<file path="config.mk">
export PLATFORM = sky130hd
export DESIGN_NAME = meas_seq_ctrl_flat
export DESIGN_NICKNAME = d
export VERILOG_FILES = /design/src/rtl/meas_seq_ctrl_if.sv /design/src/rtl/meas_seq_ctrl.sv /design/src/flat_wrapper.sv
export SDC_FILE = /design/constraint.sdc
export NUM_CORES = 1
export LEC_CHECK = 0
export ABC_CLOCK_PERIOD_IN_PS = 2970
export CORE_MARGIN = 4
export CORE_UTILIZATION = 40
export CTS_CLUSTER_DIAMETER = 40
export DETAILED_ROUTE_END_ITERATION = 10
export PLACE_DENSITY = 0.74
export RECOVER_POWER = 100
export SYNTH_ARGS = -nofsm -noshare
export SYNTH_HDL_FRONTEND = slang
export SYNTH_SLANG_ARGS = --single-unit
</file>
<file path="constraint.sdc">
create_clock -name clk -period 2.97 [get_ports clk]
set_clock_uncertainty 0.05 [all_clocks]
set_input_delay 0.4455 -clock clk [delete_from_list [all_inputs] [get_ports clk]]
set_output_delay 0.4455 -clock clk [all_outputs]
set_load 0.02 [all_outputs]
</file>
<file path="src/rtl/meas_seq_ctrl_if.sv">
// Shared-memory request/grant bundle between the samplers/MCU side and the
// measurement sequencer; master = requesters, slave = sequencer/arbiter.
interface meas_seq_ctrl_if;
   logic        wr_req;
   logic [15:0] wr_off;
   logic        wr_gnt;
   logic        rd_req;
   logic [19:0] rd_addr;
   logic        rd_gnt;
   logic [19:0] mem_addr;
   logic        mem_we;

   modport master (
      output wr_req, wr_off, rd_req, rd_addr,
      input  wr_gnt, rd_gnt, mem_addr, mem_we
   );

   modport slave (
      input  wr_req, wr_off, rd_req, rd_addr,
      output wr_gnt, rd_gnt, mem_addr, mem_we
   );
endinterface

</file>
<file path="src/rtl/meas_seq_ctrl.sv">
// Measurement run sequencer: steps channels on cycle-sync edges and arbitrates
// sampler writes (into per-channel regions) against MCU reads of shared memory.
module meas_seq_ctrl #(
   parameter int MAX_CH      = 25,
   parameter int SYNC_STAGES = 2
) (
   input  logic              clk,
   input  logic              mcu_n_rst,
   input  logic              mcu_start,
   input  logic              ch_sync_in,
   meas_seq_ctrl_if.slave    bus,
   output logic [4:0]        ch_idx,
   output logic              sample_en,
   output logic              mcu_end,
   output logic              ovf
);

   localparam logic [19:0] IDLE_ADDR = 20'h7FFF0;
   localparam logic [4:0]  LAST_CH   = 5'(MAX_CH);

   typedef enum logic [1:0] {IDLE, RUN, DONE} state_t;

   // Bit 0 = mcu_start, bit 1 = ch_sync_in
   logic [1:0] async_in;
   logic [1:0] rise;

   assign async_in = {ch_sync_in, mcu_start};

   // Each chain holds SYNC_STAGES synchronizer flops plus a top delayed copy for edge detect
   genvar gi;
   generate
      for (gi = 0; gi < 2; gi++) begin : g_sync
         logic [SYNC_STAGES:0] chain_reg;
         always_ff @(posedge clk or negedge mcu_n_rst) begin
            if (!mcu_n_rst) begin
               chain_reg <= '0;
            end else begin
               chain_reg <= {chain_reg[SYNC_STAGES-1:0], async_in[gi]};
            end
         end
         assign rise[gi] = chain_reg[SYNC_STAGES-1] & ~chain_reg[SYNC_STAGES];
      end
   endgenerate

   logic start_rise;
   logic sync_rise;
   assign start_rise = rise[0];
   assign sync_rise  = rise[1];

   function automatic logic [19:0] region_base(input logic [4:0] ch);
      logic [19:0] n;
      n = 20'(ch);
      if (ch <= 5'd9)
         return (n - 20'd1) << 12;
      else if (ch <= 5'd13)
         return 20'h09000 + ((n - 20'd10) << 16);
      else
         return 20'h49000 + ((n - 20'd14) << 12);
   endfunction

   state_t      state_reg, state_next;
   logic [4:0]  ch_idx_reg, ch_idx_next;
   logic        sample_en_reg, sample_en_next;
   logic        mcu_end_reg, mcu_end_next;
   logic        ovf_reg, ovf_next;
   logic        wr_gnt_reg, wr_gnt_next;
   logic        rd_gnt_reg, rd_gnt_next;
   logic        mem_we_reg, mem_we_next;
   logic [19:0] mem_addr_reg, mem_addr_next;

   logic        wr_ok;
   logic        rd_ok;
   logic        wr_ovf;
   logic        big_region;
   logic [19:0] wr_base;

   always_comb begin
      state_next     = state_reg;
      ch_idx_next    = ch_idx_reg;
      sample_en_next = sample_en_reg;
      mcu_end_next   = mcu_end_reg;
      ovf_next       = ovf_reg;
      wr_gnt_next    = 1'b0;
      rd_gnt_next    = 1'b0;
      mem_we_next    = 1'b0;
      mem_addr_next  = IDLE_ADDR;

      // A requester just granted is still holding its request this cycle, so skip it
      wr_ok      = bus.wr_req && (state_reg == RUN) && (ch_idx_reg != 5'd0) && !wr_gnt_reg;
      rd_ok      = bus.rd_req && !rd_gnt_reg;
      big_region = (ch_idx_reg >= 5'd10) && (ch_idx_reg <= 5'd13);
      wr_ovf     = !big_region && (bus.wr_off[15:12] != 4'h0);
      wr_base    = region_base(ch_idx_reg);

      case (state_reg)
         IDLE, DONE: begin
            if (start_rise) begin
               state_next     = RUN;
               ch_idx_next    = 5'd0;
               sample_en_next = 1'b1;
               mcu_end_next   = 1'b0;
               ovf_next       = 1'b0;
            end
         end
         RUN: begin
            if (sync_rise) begin
               if (ch_idx_reg == LAST_CH) begin
                  state_next     = DONE;
                  ch_idx_next    = 5'd0;
                  sample_en_next = 1'b0;
                  mcu_end_next   = 1'b1;
               end else begin
                  ch_idx_next = ch_idx_reg + 5'd1;
               end
            end
         end
         default: state_next = IDLE;
      endcase

      // Writes use the pre-increment channel; an out-of-region offset is consumed but dropped
      if (wr_ok) begin
         wr_gnt_next = 1'b1;
         if (wr_ovf) begin
            mem_addr_next = mem_addr_reg;
            ovf_next      = 1'b1;
         end else begin
            mem_we_next   = 1'b1;
            mem_addr_next = wr_base + {4'h0, bus.wr_off};
         end
      end else if (rd_ok) begin
         rd_gnt_next   = 1'b1;
         mem_addr_next = bus.rd_addr;
      end
   end

   always_ff @(posedge clk or negedge mcu_n_rst) begin
      if (!mcu_n_rst) begin
         state_reg     <= IDLE;
         ch_idx_reg    <= 5'd0;
         sample_en_reg <= 1'b0;
         mcu_end_reg   <= 1'b0;
         ovf_reg       <= 1'b0;
         wr_gnt_reg    <= 1'b0;
         rd_gnt_reg    <= 1'b0;
         mem_we_reg    <= 1'b0;
         mem_addr_reg  <= IDLE_ADDR;
      end else begin
         state_reg     <= state_next;
         ch_idx_reg    <= ch_idx_next;
         sample_en_reg <= sample_en_next;
         mcu_end_reg   <= mcu_end_next;
         ovf_reg       <= ovf_next;
         wr_gnt_reg    <= wr_gnt_next;
         rd_gnt_reg    <= rd_gnt_next;
         mem_we_reg    <= mem_we_next;
         mem_addr_reg  <= mem_addr_next;
      end
   end

   assign ch_idx       = ch_idx_reg;
   assign sample_en    = sample_en_reg;
   assign mcu_end      = mcu_end_reg;
   assign ovf          = ovf_reg;
   assign bus.wr_gnt   = wr_gnt_reg;
   assign bus.rd_gnt   = rd_gnt_reg;
   assign bus.mem_we   = mem_we_reg;
   assign bus.mem_addr = mem_addr_reg;

endmodule

</file>
<file path="src/flat_wrapper.sv">
// flat-port wrapper written by rule: the top's interface ports become plain ports
module meas_seq_ctrl_flat 
#(
   parameter int MAX_CH      = 25,
   parameter int SYNC_STAGES = 2
)
  (clk, mcu_n_rst, mcu_start, ch_sync_in, ch_idx, sample_en, mcu_end, ovf, bus_wr_req, bus_wr_off, bus_rd_req, bus_rd_addr, bus_wr_gnt, bus_rd_gnt, bus_mem_addr, bus_mem_we);
  meas_seq_ctrl_if bus_i ();
  input  logic clk;
  input  logic mcu_n_rst;
  input  logic mcu_start;
  input  logic ch_sync_in;
  output logic [4:0] ch_idx;
  output logic sample_en;
  output logic mcu_end;
  output logic ovf;
  input wire logic [$bits(bus_i.wr_req)-1:0] bus_wr_req;
  input wire logic [$bits(bus_i.wr_off)-1:0] bus_wr_off;
  input wire logic [$bits(bus_i.rd_req)-1:0] bus_rd_req;
  input wire logic [$bits(bus_i.rd_addr)-1:0] bus_rd_addr;
  output wire logic [$bits(bus_i.wr_gnt)-1:0] bus_wr_gnt;
  output wire logic [$bits(bus_i.rd_gnt)-1:0] bus_rd_gnt;
  output wire logic [$bits(bus_i.mem_addr)-1:0] bus_mem_addr;
  output wire logic [$bits(bus_i.mem_we)-1:0] bus_mem_we;
  assign bus_i.wr_req = bus_wr_req;
  assign bus_i.wr_off = bus_wr_off;
  assign bus_i.rd_req = bus_rd_req;
  assign bus_i.rd_addr = bus_rd_addr;
  assign bus_wr_gnt = bus_i.wr_gnt;
  assign bus_rd_gnt = bus_i.rd_gnt;
  assign bus_mem_addr = bus_i.mem_addr;
  assign bus_mem_we = bus_i.mem_we;
  meas_seq_ctrl #(.MAX_CH(MAX_CH), .SYNC_STAGES(SYNC_STAGES)) u_core (.clk(clk), .mcu_n_rst(mcu_n_rst), .mcu_start(mcu_start), .ch_sync_in(ch_sync_in), .bus(bus_i), .ch_idx(ch_idx), .sample_en(sample_en), .mcu_end(mcu_end), .ovf(ovf));
endmodule
</file>
==> out/metrics.yaml <==
cp_max_fo: 6
synth-seq-cells: 39
max_slew_margin_pct: -40.5
core_sq_um: 5920
grt_max_degree: 40
rows: 28
setup_slack_ps: 129
place_area_sq_um: 3240
n_antenna_cell: 0
final.period_utilization_pct: 95.6
die-area_sq_um: 7420
grt_pass1_wl_um: 10500
fin_nets: 398
synthDistinctLibCells: 62
drtIter0Drc: 108
h-tree-depth: 2
synth_top_area_cell: "dfrtp_1"
ctsHoldBuffers: 0
finalSetupViolCount: 0
reg2reg_slack_ps: 130
synth_async_sr_flop_share_pct: 100
leakagePower_nw: 1.40
maxCapViolCount: 1
fin_crit_ps: 2840
grt_most_used_layer: "met2"
crit_end: "u_core.bus.mem_addr[19]$_DFFE_PN0P_"
path_clk_slew_ps: 80
synth_nets: 315
gp_congestion: 0.985
final_core_util_pct: 58.3
hold_viol_final: 0
cts_tree: "built"
syn_to_final_growth_pct: 41.5
fin_tns_setup_ps: 0
synthSimpleGateAreaFrac_pct: 18.9
drive_gt1_share_pct: 19.5
ant_nets: 0
synth_edf_count: 0
power.density_nw_per_um2: 1050
setup.worst_path.start_class: "register"
worstSetupPathType: "register to register"
fillers: 522
die_h_um: 86.1
synthMuxAreaShare_pct: 0.461
wire_per_inst_um: 15.9
fin_area_sq_um: 3450
synth_area_per_cell_sq_um: 9.39
antenna_found_initial: 0
route.vias.total: 2245
outcome: "finished with violations"
ys_dominant_reg_cell: "dfrtp_1"
worst_pin_slew_ps: 2110
failed_checks: "max-capacitance violations, max-slew violations"
crit_start: "u_core.ch_idx[2]$_DFFE_PN0P_"
critPathCaptureType: "register"
ys_warn_count: 0
cp.arrival_ps: 3000
io_pins: 73
synth_area_leaders: "dfrtp_1, dfstp_2, ha_1, a21oi_1, nand2_1"
grt_use_met3_pct: 3.07
first_global_vias: 2233
portBuffers: 72
clock.fmax_ghz: 0.352
synth_area_sq_um: 2440
routed_wl_um: 6650
initial_utilization_pct: 41.2
r2r-end: "u_core.bus.mem_addr[19]$_DFFE_PN0P_"
r2r_start: "u_core.ch_idx[2]$_DFFE_PN0P_"
viasPerCell: 5.36
worstSkewPairLatency_ps: 290
clk_path_buf_depth: 2
synth.top_cell.area_share_pct: 24.6
seq_area_frac_synth_pct: 40.7
first_pass_iters: 4
largest_reg_flops: 20
peakVddDrop_mv: 0.494
place_hpwl_um: 4730
use_met1_pct: 22.2
min_path_type: "register to register"
synth_xor_area_share_pct: 2.87
synth-compound-area-share_pct: 25.6
place_ws_ps: 6.28
netlist_instances: 260
reg2reg_depth: 13
gr-usage-met2_pct: 30.5
grt_usage_pct: 17.7
clock-root-buffer: "clkbuf_8"
cts.sinks: 39
overflow: 0
synth_top_cells_by_count: "nand2_1, a21oi_1, dfrtp_1, nor2_1, o21ai_1"
die_w_um: 86.1
cts_made_buffers: 5
cp.required_ps: 3130
drc: 0
synthAdderAreaFrac_pct: 6.97
drv_slew: 40
yosysMostFrequentCell: "nand2_1"
synth_top_family_by_area: "compound AO/OA/AOI/OAI gates"
worst max-delay path, stage by stage, from the launching register on:
cell and delay [ps]:
dfrtp_2 480, inv_4 70, ha_1 220, a21bo_4 250
and3_4 190, a21oi_2 130, o32ai_2 100, ha_1 320
a21o_1 160, a21oi_1 90, a2111oi_2 280, nand3_1 130
xnor2_1 140, o211ai_1 160
layer usage:
| layer | vias up | wire length (um) | part of all wire (%) |
|---|---|---|---|
| met1 | 1076 | 2750 | 41 |
| met5 | - | 0 | 0 |
| met3 | 9 | 402 | 6.0 |
| met2 | 69 | 3390 | 51 |
| met4 | 0 | 107 | 1.6 |
| li1 | 1091 | - | - |
logic make-up (layout without fill, tap and decap cells):
group                      count (synthesis)  after routing
DFF                                       39             39
muxes                                      1              1
xor gates and xnor gates                   8              8
adders and majority gates                 13             13
buffers and inverters                     20            104
AOI/OAI and AO/OA                         88             88
and+or+nand+nor                           91             91
what timing repair did:
| action | CTS | global route |
|---|---|---|
| pin swaps | 0 | 9 |
| gates resized for setup | 1 | 19 |
| setup buffers | 0 | 7 |
| endpoints found under the hold margin | 0 | 0 |
| endpoints found under the setup margin | 1 | 4 |
worst min-delay path by stage:
| stage | start | end | cells past startpoint |
|---|---|---|---|
| after floorplan | mcu_n_rst | u_core.bus.mem_addr[0]$_DFFE_PN0P_ | 0 |
| after CTS | mcu_n_rst | u_core.ch_idx[4]$_DFFE_PN0P_ | 1 |
| final | u_core.g_sync[0].chain_reg[0]$_DFF_PN0_ | u_core.g_sync[0].chain_reg[1]$_DFF_PN0_ | 0 |
| after detailed placement | u_core.g_sync[0].chain_reg[0]$_DFF_PN0_ | u_core.g_sync[0].chain_reg[1]$_DFF_PN0_ | 0 |
| after global placement | u_core.g_sync[0].chain_reg[0]$_DFF_PN0_ | u_core.g_sync[0].chain_reg[1]$_DFF_PN0_ | 0 |
| after global routing | u_core.g_sync[0].chain_reg[0]$_DFF_PN0_ | u_core.g_sync[0].chain_reg[1]$_DFF_PN0_ | 0 |
metrics by stage:
stage	total power, mW	hold slack, ps	std cells
3_3_place_gp	3.07	284	404
3_5_place_dp	3.11	291	404
6_report	3.64	306	419
5_1_grt	3.90	324	419
4_1_cts	3.54	250	412
2_1_floorplan	2.42	99.9	260
cells in the final DEF, fill, tap and decap left out, types with 7 or more instances in the layout:
cell type / instances
o21ai_1: 13
buf_4: 12
nor2_1: 24
dfrtp_1: 22
dfstp_2: 15
clkbuf_8: 7
dlygate4sd3_1: 33
nand2_1: 31
clkdlybuf4s50_1: 38
ha_1: 8
o21ai_0: 18
a21oi_1: 24
power by group:
group	total, mW	switching, mW	internal, mW
clock	0.403	0.191	0.211
sequential	0.908	0.139	0.769
combinational	2.33	1.31	1.01
area by class of cell:
cell class / instances / area (sq um) / area share, %
Tap cell: 75 / 93.8 / 2.72
Inverter: 9 / 41.3 / 1.20
Timing Repair Buffer: 87 / 820 / 23.7
Sequential cell: 39 / 997 / 28.9
Multi-Input combinational cell: 201 / 1400 / 40.5
Clock inverter: 1 / 7.51 / 0.217
Clock buffer: 7 / 96.3 / 2.79
No activity file was read; power rests on OpenSTA's default activity.
